--- config.mk ---
export PLATFORM = sky130hd
export DESIGN_NAME = parking_gate_scheduler
export DESIGN_NICKNAME = d
export VERILOG_FILES = /design/src/rtl/parking_gate_scheduler.sv
export SDC_FILE = /design/constraint.sdc
export NUM_CORES = 1
export LEC_CHECK = 0
export CAP_MARGIN = 20
export CORE_AREA = 2 2 59 61
export DETAILED_ROUTE_END_ITERATION = 12
export DIE_AREA = 0 0 61 63
export PLACE_DENSITY_LB_ADDON = 0.3
export SYNTH_ARGS = -nofsm -noshare
export SYNTH_HDL_FRONTEND = slang
export SYNTH_SLANG_ARGS = --single-unit
--- constraint.sdc ---
create_clock -name Clk -period 2.4 [get_ports Clk]
set_input_delay 0.48 -clock Clk [delete_from_list [all_inputs] [get_ports Clk]]
set_output_delay 0.48 -clock Clk [all_outputs]
set_load 0.02 [all_outputs]
--- src/rtl/parking_gate_scheduler.sv ---
// Shared barrier gate sequencer: arbitrates entry/exit requests, times the
// open gate and tracks parking occupancy.
//
// Ports:
//   Clk, Rst          clock, synchronous active-high reset
//   entReq, exitReq   level requests (entry password already accepted)
//   carPassed         one-cycle pulse, car cleared the gate
//   gateOpen          gate open command
//   entGrant          one-cycle pulse on the first entry open cycle
//   exitGrant         one-cycle pulse on the first exit open cycle
//   dirExit           direction of current/last service (1 = exit)
//   occupancy         cars currently parked
//   full, empty       occupancy == CAPACITY / occupancy == 0
//   timeoutErr        one-cycle pulse, gate closed with no car passing
//
// Optional feature macro: PARK_RR_EN (round-robin arbitration when both
// directions are eligible; otherwise exit always wins).
module parking_gate_scheduler #(
    parameter int CAPACITY    = 8,
    parameter int CNT_W       = 4,
    parameter int OPEN_CYCLES = 16,
    parameter int TIMER_W     = 8
) (
    input  logic             Clk,
    input  logic             Rst,
    input  logic             entReq,
    input  logic             exitReq,
    input  logic             carPassed,
    output logic             gateOpen,
    output logic             entGrant,
    output logic             exitGrant,
    output logic             dirExit,
    output logic [CNT_W-1:0] occupancy,
    output logic             full,
    output logic             empty,
    output logic             timeoutErr
);

    localparam logic [1:0] S_IDLE      = 2'd0;
    localparam logic [1:0] S_OPEN_ENT  = 2'd1;
    localparam logic [1:0] S_OPEN_EXIT = 2'd2;
    localparam logic [1:0] S_CLOSE     = 2'd3;

    localparam logic [CNT_W-1:0]   CAP_V   = CNT_W'(CAPACITY);
    localparam logic [TIMER_W-1:0] T_LAST  = TIMER_W'(OPEN_CYCLES - 1);

    logic [1:0]         state_q, state_d;
    logic [TIMER_W-1:0] timer_q, timer_d;
    logic               gate_open_q, gate_open_d;
    logic               ent_grant_q, ent_grant_d;
    logic               exit_grant_q, exit_grant_d;
    logic               dir_exit_q, dir_exit_d;
    logic [CNT_W-1:0]   occupancy_q, occupancy_d;
    logic               full_q, full_d;
    logic               empty_q, empty_d;
    logic               timeout_err_q, timeout_err_d;

    logic ent_elig;
    logic exit_elig;
    logic pick_exit;

    assign ent_elig  = entReq && !full_q;
    assign exit_elig = exitReq && !empty_q;

    // dir_exit_q doubles as the last-served register.
    always_comb begin
        pick_exit = 1'b0;
        if (exit_elig && !ent_elig) begin
            pick_exit = 1'b1;
        end else if (exit_elig && ent_elig) begin
`ifdef PARK_RR_EN
            pick_exit = !dir_exit_q;
`else
            pick_exit = 1'b1;
`endif
        end
    end

    always_comb begin
        state_d       = state_q;
        timer_d       = timer_q;
        gate_open_d   = 1'b0;
        ent_grant_d   = 1'b0;
        exit_grant_d  = 1'b0;
        dir_exit_d    = dir_exit_q;
        occupancy_d   = occupancy_q;
        timeout_err_d = 1'b0;

        case (state_q)
            S_IDLE: begin
                if (ent_elig || exit_elig) begin
                    gate_open_d = 1'b1;
                    timer_d     = '0;
                    dir_exit_d  = pick_exit;
                    if (pick_exit) begin
                        state_d      = S_OPEN_EXIT;
                        exit_grant_d = 1'b1;
                    end else begin
                        state_d     = S_OPEN_ENT;
                        ent_grant_d = 1'b1;
                    end
                end
            end
            S_OPEN_ENT, S_OPEN_EXIT: begin
                // A pass on the timeout cycle wins over the timeout.
                if (carPassed) begin
                    state_d = S_CLOSE;
                    if (state_q == S_OPEN_ENT) begin
                        occupancy_d = occupancy_q + CNT_W'(1);
                    end else begin
                        occupancy_d = occupancy_q - CNT_W'(1);
                    end
                end else if (timer_q == T_LAST) begin
                    state_d       = S_CLOSE;
                    timeout_err_d = 1'b1;
                end else begin
                    gate_open_d = 1'b1;
                    timer_d     = timer_q + TIMER_W'(1);
                end
            end
            default: begin
                state_d = S_IDLE;
            end
        endcase

        full_d  = (occupancy_d == CAP_V);
        empty_d = (occupancy_d == '0);
    end

    always_ff @(posedge Clk) begin
        if (Rst) begin
            state_q       <= S_IDLE;
            timer_q       <= '0;
            gate_open_q   <= 1'b0;
            ent_grant_q   <= 1'b0;
            exit_grant_q  <= 1'b0;
            dir_exit_q    <= 1'b0;
            occupancy_q   <= '0;
            full_q        <= 1'b0;
            empty_q       <= 1'b1;
            timeout_err_q <= 1'b0;
        end else begin
            state_q       <= state_d;
            timer_q       <= timer_d;
            gate_open_q   <= gate_open_d;
            ent_grant_q   <= ent_grant_d;
            exit_grant_q  <= exit_grant_d;
            dir_exit_q    <= dir_exit_d;
            occupancy_q   <= occupancy_d;
            full_q        <= full_d;
            empty_q       <= empty_d;
            timeout_err_q <= timeout_err_d;
        end
    end

    assign gateOpen   = gate_open_q;
    assign entGrant   = ent_grant_q;
    assign exitGrant  = exit_grant_q;
    assign dirExit    = dir_exit_q;
    assign occupancy  = occupancy_q;
    assign full       = full_q;
    assign empty      = empty_q;
    assign timeoutErr = timeout_err_q;

endmodule

* Yosys cells after proc, flatten, opt, wreduce, memory -nomap -nowiden
Index checks and enable logic that the tools add are counted.
Word-level totals: register bits 21, output and inout port bits 11, logic and storage cells 62
Operators by class: reductions and logical operators 17, add/sub/neg operators 3, multiplexer cells 21, bitwise gates (word level) 3, eq/ne operators 8
Operators with widths (count):
- 8-bit 2-to-1 mux | 3
- 8-bit one-hot mux with 2 select lines | 1
- 4-bit 2-to-1 mux | 3
- 8-bit by 1-bit adder with 8-bit output (second input constant) | 1
- 8-bit by 4-bit == test with 1-bit output (second input constant) | 1
- 1-bit 2-to-1 mux | 8
- 2-bit 2-to-1 mux | 4
- 2-bit != test (second input constant) | 3
- 3-bit OR reduction | 2
- 4-bit by 1-bit adder with 4-bit output (second input constant) | 1
- 4-bit == test (second input constant) | 1
- 1-bit logical AND | 4
- 4-bit zero test | 1
- 2-bit one-hot mux with 2 select lines | 1
- 2-bit AND reduction | 2
- 4-bit AND reduction | 1
- 4-bit by 1-bit subtractor with 4-bit output (second input constant) | 1
- 1-bit zero test | 3
- 3-bit != test (second input constant) | 1
- 1-bit NOT | 3
- 2-bit by 1-bit == test with 1-bit output (second input constant) | 1
- 2-bit == test (second input constant) | 1
- 2-bit zero test | 1
- 1-bit one-hot mux with 2 select lines | 1
- other kinds (3) | 3

* Depth between registers and ports, before layout
Gate-level depths: netlist of run 1.
depth after elaboration 8, depth in mapped cells 8, depth with buffers taken out 8

* Least setup slack after synthesis of run 1
OpenSTA, ideal clock, no wires.
path type register to register, start register state_q[0], end register timer_q[0], library setup time 0.070 ns, setup slack 0.373 ns, stages on the path, launching flop included 9, arrival time 1.958 ns, cells stage by stage dfxtp_1 > inv_1 > ha_1 > and2_4 > buf_6 > a311o_1 > buf_6 > or4_1 > a21oi_1
On the way: longest elaborated chain between the ends 4, elaborated cells between the ends (all ways) 10
RTL lines:
- start: declaration | RTL line 47 | logic [1:0] state_q, state_d;
- start signal: assignment | RTL line 143 | state_q <= state_d;
- 2-bit by 1-bit == test with 1-bit output / 2-bit == test (equally long branches) | RTL line 89 | case (state_q)
- 2-bit OR reduction | RTL line 89
- 2-bit != test (no source line) / 2-bit nonzero test (equally long branches)
- 4-bit AND reduction (no source line)
- end signal: assignment | RTL line 144 | timer_q <= timer_d;
- end: declaration | RTL line 48 | logic [TIMER_W-1:0] timer_q, timer_d;
Parallel ways exist; a longest one is shown, timed or not. A chain may end at the register's enable or synchronous reset.

* Worst setup path after layout of run 1
start register state_q[1], end register empty_q (netlist: empty)
On the way: longest elaborated chain between the ends 5, elaborated cells between the ends (all ways) 7
RTL lines:
- 2-bit by 1-bit == test with 1-bit output | RTL line 89, 108
- 4-bit 2-to-1 mux | RTL line 108 | if (state_q == S_OPEN_ENT) begin
- 4-bit 2-to-1 mux | RTL line 106 | if (carPassed) begin
- 4-bit 2-to-1 mux (*) | RTL line 89
- 4-bit zero test (*) | RTL line 127 | empty_d = (occupancy_d == '0);
- end signal: assignment | RTL line 151 | empty_q <= empty_d;
- end: declaration | RTL line 55 | logic empty_q, empty_d;
Mark *: on every way between the ends. The rest lies on a longest branch, timed or not.

==> results by group, run 1 <==
Run status
  • Status: completed

Placement
  • Placed Instances: 188
  • Post-DP HPWL: 1700 um
  • Worst slack at placement: 62.2 ps
  • Placed Area: approximately 1300 um2
  • Routability cong.: 0.839
  • Port buffer count: 15

Floorplan
  • Core box area: 3230 um2
  • Rows: 21
  • Die Height: 63 um
  • Die area: between 3000 and 4000 um2
  • Chip Width: 61 um
  • I/O Pins: 16
  • Initial core utilization: 35.5%

Logic synthesis
  • Synthesis Warnings: 0
  • Most frequent cell after synthesis: dfxtp_1
  • Main area contributors after synthesis: dfxtp_1, ha_1, a21oi_1
  • Syn nets: 141
  • Synth unique cells: 38
  • Top FF cell, synth: dfxtp_1
  • Post-synth top area cell: dfxtp_1
  • Synth Instances: around 130
  • Mapped Area: 1150 um2
  • Post-synth top area share: 36.6%
  • Ys async rst share: 0%
  • Seq cells post-synth: 21
  • Sequential share of the synthesized area: between 30% and 40%
  • Commonest cells in the netlist: dfxtp_1, a21oi_1, inv_1, nand2_1, nor2_1
  • Avg Cell Area, Syn: 8.90 um2
  • Number of synthesized flops with an enable pin: 0

Critical path
  • Critical Path AT: roughly 2400 ps
  • WP data required: 2620 ps
  • Critical path capture point type: flop
  • Kind of start point of the critical path: flop
  • Worst-path fanout max: 4
  • Crit path kind: flop to flop

Global routing
  • Initial antenna violation count: 0
  • GRT Overall Usage: 13.5%
  • First-pass GRT wire length: just over 4000 um
  • Gr ovfl total: 0
  • Largest net degree at the start of global routing: 20
  • Vias in the first global route: slightly above 900

Drt
  • DRC: 0
  • Via-per-instance ratio: 5.07
  • Post-DR wirelength/cell: 12.0 um
  • Routed wire length: around 2300 um
  • Vias: 974
  • Final ANT Viol Nets: 0
  • 1st-iter DRT viols: 16
  • DRT Pass-1 Iters: 4

Clock tree
  • Post-CTS sizing: 0
  • Clk slew on worst S/H paths: approximately 130 ps
  • Maximum clock path buffer count: 2
  • CTS Buf Count: 3
  • CTS H-Tree Depth: 1
  • Clk sinks: 21
  • Hold-fix buffers, CTS: 0
  • CTS tree: built
  • Clock root cell: clkbuf_4
  • Clk Latency, worst-skew pair: 310 ps
  • Setup bufs post-CTS: 0

Timing
  • Pins over their slew limit: 0
  • Worst setup margin: 212 ps
  • Worst Tran Pin Value: 465 ps
  • Final hold slack: between 400 and 500 ps
  • RSZ-0062 raised after global routing: no
  • Clock skew: 6.17 ps
  • Fin Setup TNS: 0 ps
  • Fin crit share: 91.2%
  • Final Hold Violating Endpoints: 0
  • Tmin final: approximately 2200 ps
  • Slew headroom: 68.7%
  • Setup-failing EPs final: 0
  • Fmax: 0.457 GHz

Power
  • Pwr/cell area: roughly 1100 nW/um2
  • Leak: 0.484 nW
  • VDD IR-drop max: 0.000486 V

Final layout
  • Final Instance Area: 1360 um2
  • Fin cells: 192
  • Ant. Diodes: 0
  • Area of the multi-input gates: 653 um2
  • Area Overhead vs Synth: 18.5%
  • Sequential Area: 420 um2
  • Final net count: 159
  • # fillers: 340
  • Fraction of layout cells with a size suffix above 1: 10.3%

Min path
  • Hold Path Class: flop to flop

Run
  • Max-cap violation count: 0
==> sequential cells by signal (all words and copies together) (netlist names) <==
register and flops:
state_q 2, dirExit 1, full 1, gateOpen 1
occupancy 4, empty 1, exitGrant 1, timeoutErr 1
entGrant 1, timer_q 8
==> where the power goes <==
part           leakage, nW  switching, mW  internal, mW  total [mW]
clock network       0.0177          0.115        0.0622       0.178
registers            0.171         0.0705         0.429       0.500
logic                0.295          0.446         0.383       0.829
==> critical path, stage by stage, from the launching register on <==
cell,delay (ps)
dfxtp_1,350
inv_1,80
ha_1,220
inv_1,110
ha_1,330
nand3_1,110
and4_1,220
or3b_2,470
a31o_2,220
==> cell usage in the layout (no fill, tap or decap), types with 2 or more instances in the layout <==
cell type,instances
and4_1,2
or3b_2,4
ha_1,6
dfxtp_1,21
nor3_1,5
nand3b_1,3
nand2b_1,2
nor4_1,3
a211oi_1,3
or4_1,5
mux2i_1,3
or2b_1,2
buf_4,3
nor2_1,7
clkdlybuf4s50_1,15
a21oi_1,13
o31ai_1,3
nand2_1,8
inv_1,8
clkbuf_4,3
nand3_1,4
nor2b_1,2
o21ai_0,4
==> metrics by stage <==
stage	total power, mW	util (%)
finish	1.51	42.1
global route	1.64	42.1
CTS	1.51	42.1
detailed placement	1.33	41.3
global placement	1.32	41.3
floorplan	1.10	-
==> cell type report <==
| type | instances | share of cell area (%) |
|---|---|---|
| Multi-Input combinational cell | 95 | 48.0 |
| Clock buffer | 3 | 1.65 |
| Timing Repair Buffer | 18 | 12.7 |
| Sequential cell | 21 | 30.9 |
| Inverter | 8 | 2.21 |
| Clock inverter | 1 | 0.368 |
| Tap cell | 46 | 4.23 |
==> layer usage <==
metal	vias to the layer above	share of wire (%)	track usage [%]
met5	-	0	0
met4	0	1.7	4.89
met3	5	2.7	2.07
met2	17	45	20.8
met1	446	51	18.8
li1	506	-	-
==> cell families (layout without fill, tap and decap cells) <==
kind of cell             count (synthesis)  in the layout  synth area share (%)
multiplexers                             3              3                  2.61
XOR/XNOR                                 2              2                  1.53
AO/OA/AOI/OAI                           31             31                  17.6
adder cells (fa/ha/maj)                  7              7                  8.28
AND/OR/NAND/NOR                         52             52                  26.8
flip-flops                              21             21                  36.6
buffers and inverters                   13             30                  6.54
==> path summary, 6_finish.rpt <==
path             end  startpoint  depth (start not counted)  slack, ps
max            empty  state_q[1]                          8        210
min          dirExit     dirExit                          2        470
max reg2reg    empty  state_q[1]                          8        210
min reg2reg  dirExit     dirExit                          2        470
Note: power is estimated with default switching activity, not from simulation.
==> inputs of run 2 (changes only) <==
- REMOVE_ABC_BUFFERS: unset -> 1
==> results by group, run 2 (same netlist as run 1, synthesis figures left out) <==
Run status
  • Status: completed

Timing
  • Final Hold Violating Endpoints: 0 (unchanged)
  • Tmin final: 2250 ps (+61.9 ps)
  • Fin Setup TNS: 0 ps (unchanged)
  • Fin crit share: 93.7% (+2.6 points)
  • Slew headroom: 67.7% (-1.0 points)
  • Setup-failing EPs final: 0 (unchanged)
  • Fmax: 0.444 GHz (-2.8%)
  • Pins over their slew limit: 0 (unchanged)
  • Final hold slack: 469 ps (-0.957 ps)
  • Worst Tran Pin Value: 482 ps (+17.4 ps)
  • RSZ-0062 raised after global routing: no
  • Clock skew: 1.26 ps (-4.91 ps)

Global routing
  • First-pass GRT wire length: 4370 um (+8.6%)
  • Initial antenna violation count: 0 (unchanged)
  • Vias in the first global route: 1,005 (+9.6%)
  • Largest net degree at the start of global routing: 15 (-25%)
  • GRT Overall Usage: 14.8% (+1.2 points)
  • Gr ovfl total: 0 (unchanged)

Floorplan
  • Rows: 21 (unchanged)
  • I/O Pins: 16 (unchanged)
  • Die area: 3840 um2 (unchanged)
  • Initial core utilization: 35.5% (unchanged)
  • Core box area: 3230 um2 (unchanged)
  • Die Height: 63 um (unchanged)
  • Chip Width: 61 um (unchanged)

Critical path
  • Crit path kind: flop to flop
  • Kind of start point of the critical path: flop
  • Critical Path AT: 2460 ps (+50 ps)
  • Worst-path fanout max: 4 (unchanged)
  • Critical path capture point type: flop
  • WP data required: 2610 ps (about the same)

Drt
  • DRT Pass-1 Iters: 4 (unchanged)
  • Vias: 997 (+2.4%)
  • 1st-iter DRT viols: 17 (+1)
  • Via-per-instance ratio: 5.22 (+2.9%)
  • Final ANT Viol Nets: 0 (unchanged)
  • DRC: 0 (unchanged)
  • Routed wire length: 2460 um (+7.1%)
  • Post-DR wirelength/cell: 12.9 um (+7.7%)

Final layout
  • # fillers: 349 (+2.6%)
  • Most common cell after layout, fill and taps aside: dfxtp_1
  • Area of the multi-input gates: 653 um2 (unchanged)
  • Max reg flops: 8 (unchanged)
  • Fraction of layout cells with a size suffix above 1: 8.97% (-1.3 points)
  • Ant. Diodes: 0 (unchanged)
  • Area Overhead vs Synth: 17.8%
  • Final net count: 158 (-0.63%)
  • Most frequent cells in the layout: dfxtp_1, clkdlybuf4s50_1, a21oi_1, inv_1, nand2_1
  • Sequential Area: 420 um2 (unchanged)
  • Register bank with the most flops: timer_q

Clock tree
  • Setup bufs post-CTS: 0 (unchanged)
  • Clk sinks: 21 (unchanged)
  • CTS H-Tree Depth: 1 (unchanged)
  • Maximum clock path buffer count: 2 (unchanged)
  • Clk Latency, worst-skew pair: 300 ps (about the same)
  • CTS Buf Count: 3 (unchanged)
  • Hold-fix buffers, CTS: 0 (unchanged)
  • CTS tree: built
  • Clock root cell: clkbuf_4
  • Post-CTS sizing: 0 (unchanged)
  • Clk slew on worst S/H paths: 120 ps (about the same)

Power
  • VDD IR-drop max: 0.000566 V (+16%)
  • Leak: 0.477 nW (-1.5%)
  • Pwr/cell area: 1120 nW/um2 (+1.2%)

Run
  • Max-cap violation count: 0 (unchanged)

Placement
  • Port buffer count: 15 (unchanged)
  • Routability cong.: 0.850 (+1.3%)
  • Post-DP HPWL: 1830 um (+7.5%)

Min path
  • Hold Path Class: flop to flop
-- run 2: cell type report --
class	instances	area share, %
multi-input combinational	95	48.3
tap	46	4.26
timing repair buffer	17	12.2
inverter	8	2.22
sequential	21	31.1
clock buffer	4	1.94
-- run 2: per-layer routing --
layer  part of all wire (%)  GRT usage, %  up-vias  wire length, um
li1                       -             -      507                -
met1                     46          19.3      465             1130
met2                     47          22.4       19             1170
met3                    3.8          2.07        6               93
met4                    2.9          8.70        0               72
met5                      0             0        -                0
-- run 2: critical path, cell delays in order, from the launching register on --
cell	delay (ps)
dfxtp_1	350
inv_1	80
ha_1	230
inv_1	110
ha_1	350
nand3_1	110
and4_1	230
or3b_2	470
a31o_2	220
-- run 2: power breakdown --
group | internal [mW] | leakage (nW) | switching (mW) | total (mW)
combinational | 0.373 | 0.290 | 0.465 | 0.838
clock | 0.0647 | 0.0150 | 0.109 | 0.174
sequential | 0.429 | 0.171 | 0.0737 | 0.503
-- run 2: path summary, 6_finish.rpt --
check        startpoint  endpoint  slack [ps]  cells past startpoint
max          state_q[1]     empty         150                      8
min             dirExit   dirExit         470                      2
max reg2reg  state_q[1]     empty         150                      8
min reg2reg     dirExit   dirExit         470                      2
-- run 2: through the flow --
step | utilization [%] | power [mW] | std cells | instance area (um2) | worst slack, ps
after floorplan | - | 1.05 | 124 | 1100 | 406
after global placement | 41.0 | 1.30 | 187 | 1330 | 84.5
after detailed placement | 41.0 | 1.34 | 187 | 1330 | 39.7
after CTS | 41.9 | 1.52 | 191 | 1350 | 158
after global routing | 41.9 | 1.64 | 191 | 1350 | 28.3
final | 41.9 | 1.52 | 191 | 1350 | 150
==> inputs of run 3 (changes only) <==
- ABC_CLOCK_PERIOD_IN_PS: unset -> 2400
- PLACE_DENSITY: unset -> 0.62
- PLACE_DENSITY_LB_ADDON: 0.3 -> unset
==> results by group, run 3 (same netlist as run 1, synthesis figures left out) <==
Clock tree
  • Maximum clock path buffer count: 2 (unchanged)
  • Setup bufs post-CTS: 0 (unchanged)
  • Hold-fix buffers, CTS: 0 (unchanged)
  • Clock root cell: clkbuf_4
  • CTS H-Tree Depth: 1 (unchanged)
  • Post-CTS sizing: 0 (unchanged)
  • CTS Buf Count: 3 (unchanged)
  • Clk Latency, worst-skew pair: 300 ps (about the same)
  • Clk slew on worst S/H paths: 110 ps (about the same)
  • CTS tree: built
  • Clk sinks: 21 (unchanged)

Timing
  • Setup-failing EPs final: 0 (unchanged)
  • Pins over their slew limit: 0 (unchanged)
  • Clock skew: 11.4 ps (+10.2 ps)
  • RSZ-0062 raised after global routing: no
  • Tmin final: 2240 ps (-14.6 ps)
  • Worst setup margin: 165 ps (+14.6 ps)
  • Final Hold Violating Endpoints: 0 (unchanged)
  • Slew headroom: 67.4% (-0.36 points)
  • Fmax: 0.447 GHz (+0.65%)
  • Worst Tran Pin Value: 487 ps (+5.45 ps)
  • Fin crit share: 93.1% (-0.61 points)
  • Fin Setup TNS: 0 ps (unchanged)

Floorplan
  • I/O Pins: 16 (unchanged)
  • Die area: 3840 um2 (unchanged)
  • Initial core utilization: 35.5% (unchanged)
  • Rows: 21 (unchanged)
  • Die Height: 63 um (unchanged)
  • Core box area: 3230 um2 (unchanged)
  • Chip Width: 61 um (unchanged)

Drt
  • DR WL met3: 73 um (-22%)
  • DRC: 0 (unchanged)
  • WL met2: 1170 um (unchanged)
  • Post-DR wirelength/cell: 12.3 um (-4.6%)
  • Met1 WL: 1090 um (-3.5%)
  • Final ANT Viol Nets: 0 (unchanged)
  • Highest routed metal layer: met4
  • DRT Pass-1 Iters: 4 (unchanged)
  • Routed wire length: 2350 um (-4.6%)
  • 1st-iter DRT viols: 18 (+1)
  • Vias: 995 (-0.20%)
  • Via-per-instance ratio: 5.21 (-0.20%)

Critical path
  • Critical path capture point type: flop
  • WP data required: 2600 ps (about the same)
  • R2R setup slack: 160 ps (about the same)
  • Crit path kind: flop to flop
  • Critical Path AT: 2430 ps (-30 ps)
  • Kind of start point of the critical path: flop
  • Worst reg2reg path endpoint: full
  • Worst-path fanout max: 4 (unchanged)
  • CP startpoint: state_q[0]
  • Worst r2r src: state_q[0]
  • Reg2Reg Depth: 7 (-1)

Power
  • VDD IR-drop max: 0.000546 V (-3.6%)
  • Switching Share: 41.9% (-0.90 points)
  • Combinational share of power: 54.9% (-0.4 points)
  • P_int: 0.865 mW (-0.17%)
  • Leak: 0.477 nW (unchanged)
  • Clock Power Share: 11.5% (about the same)
  • Pwr/cell area: 1100 nW/um2 (-1.7%)
  • P_sw: 0.624 mW (-3.8%)
  • Share of power burned in registers: 33.6% (+0.4 points)

Final layout
  • Area Overhead vs Synth: 17.8% (unchanged)
  • Ant. Diodes: 0 (unchanged)
  • Fraction of layout cells with a size suffix above 1: 8.97% (unchanged)
  • Fin cells: 191 (unchanged)
  • # fillers: 345 (-1.1%)
  • Most common cell after layout, fill and taps aside: dfxtp_1
  • Register bank with the most flops: timer_q
  • Final net count: 158 (unchanged)
  • Final Instance Area: 1350 um2 (unchanged)
  • Area of the multi-input gates: 653 um2 (unchanged)
  • Most frequent cells in the layout: dfxtp_1, clkdlybuf4s50_1, a21oi_1, inv_1, nand2_1
  • Sequential Area: 420 um2 (unchanged)
  • Max reg flops: 8 (unchanged)

Global routing
  • Largest net degree at the start of global routing: 14 (-1)
  • Vias in the first global route: 954 (-5.1%)
  • GRT Overall Usage: 13.8% (-0.98 points)
  • Initial antenna violation count: 0 (unchanged)
  • Gr ovfl total: 0 (unchanged)
  • First-pass GRT wire length: 4090 um (-6.3%)

Placement
  • Post-DP HPWL: 1820 um (-0.47%)
  • Port buffer count: 15 (unchanged)
  • Placed Area: 1330 um2 (unchanged)
  • Placed Instances: 187 (unchanged)
  • Routability cong.: 0.847 (-0.26%)
  • Worst slack at placement: 33.2 ps (-6.49 ps)

Min path
  • Hold Crit Start: dirExit
  • Hold endpoint: dirExit
  • Hold Path Class: flop to flop
  • Hold depth: 2 (unchanged)

Run
  • Max-cap violation count: 0 (unchanged)

Run status
  • Status: completed
## run 3: cell counts in the layout (fill, tap and decap cells not counted)
Identical to the previous run, type by type.
## run 3: per-layer routing
layer  vias to the layer above  global-route usage [%]
li1                        505                       -
met1                       468                    17.9
met2                        20                    22.7
met3                         2                    2.48
met4                         0                    4.08
met5                         -                       0
## run 3: power groups by stage
| stage | combinational, mW | sequential (mW) | clock (mW) |
|---|---|---|---|
| 6_report | 0.817 | 0.501 | 0.171 |
| 3_5_place_dp | 0.817 | 0.508 | 0 |
| 2_1_floorplan | 0.487 | 0.568 | 0 |
| 3_3_place_gp | 0.798 | 0.504 | 0 |
| 5_1_grt | 0.905 | 0.517 | 0.190 |
| 4_1_cts | 0.821 | 0.502 | 0.176 |
## run 3: cell type report
cell class	count	share of cell area, %
inverters	8	2.22
clock buffers	4	1.94
well taps	46	4.26
repair buffers	17	12.2
multi-input cells	95	48.3
flip-flops and latches	21	31.1
## run 3: metrics by stage
stage | total power [mW] | utilization [%] | hold slack (ps)
after floorplan | 1.05 | - | 460
after global placement | 1.30 | 41.0 | 444
after detailed placement | 1.33 | 41.0 | 456
after CTS | 1.50 | 41.9 | 475
after global routing | 1.61 | 41.9 | 487
final | 1.49 | 41.9 | 475
## run 3: critical path, cell delays in order (launching register included)
cell and delay, ps:
dfxtp_1 390, ha_1 240, inv_1 100, ha_1 330, nand3_1 110, and4_1 230, or3b_2 470, a211oi_1 270
## run 3: how the worst max path moves through the flow
stage | endpoint | depth (start not counted)
floorplan | empty | 8
global placement | timer_q[3] | 5
detailed placement | timer_q[3] | 5
CTS | full | 7
global route | timer_q[5] | 7
finish | full | 7
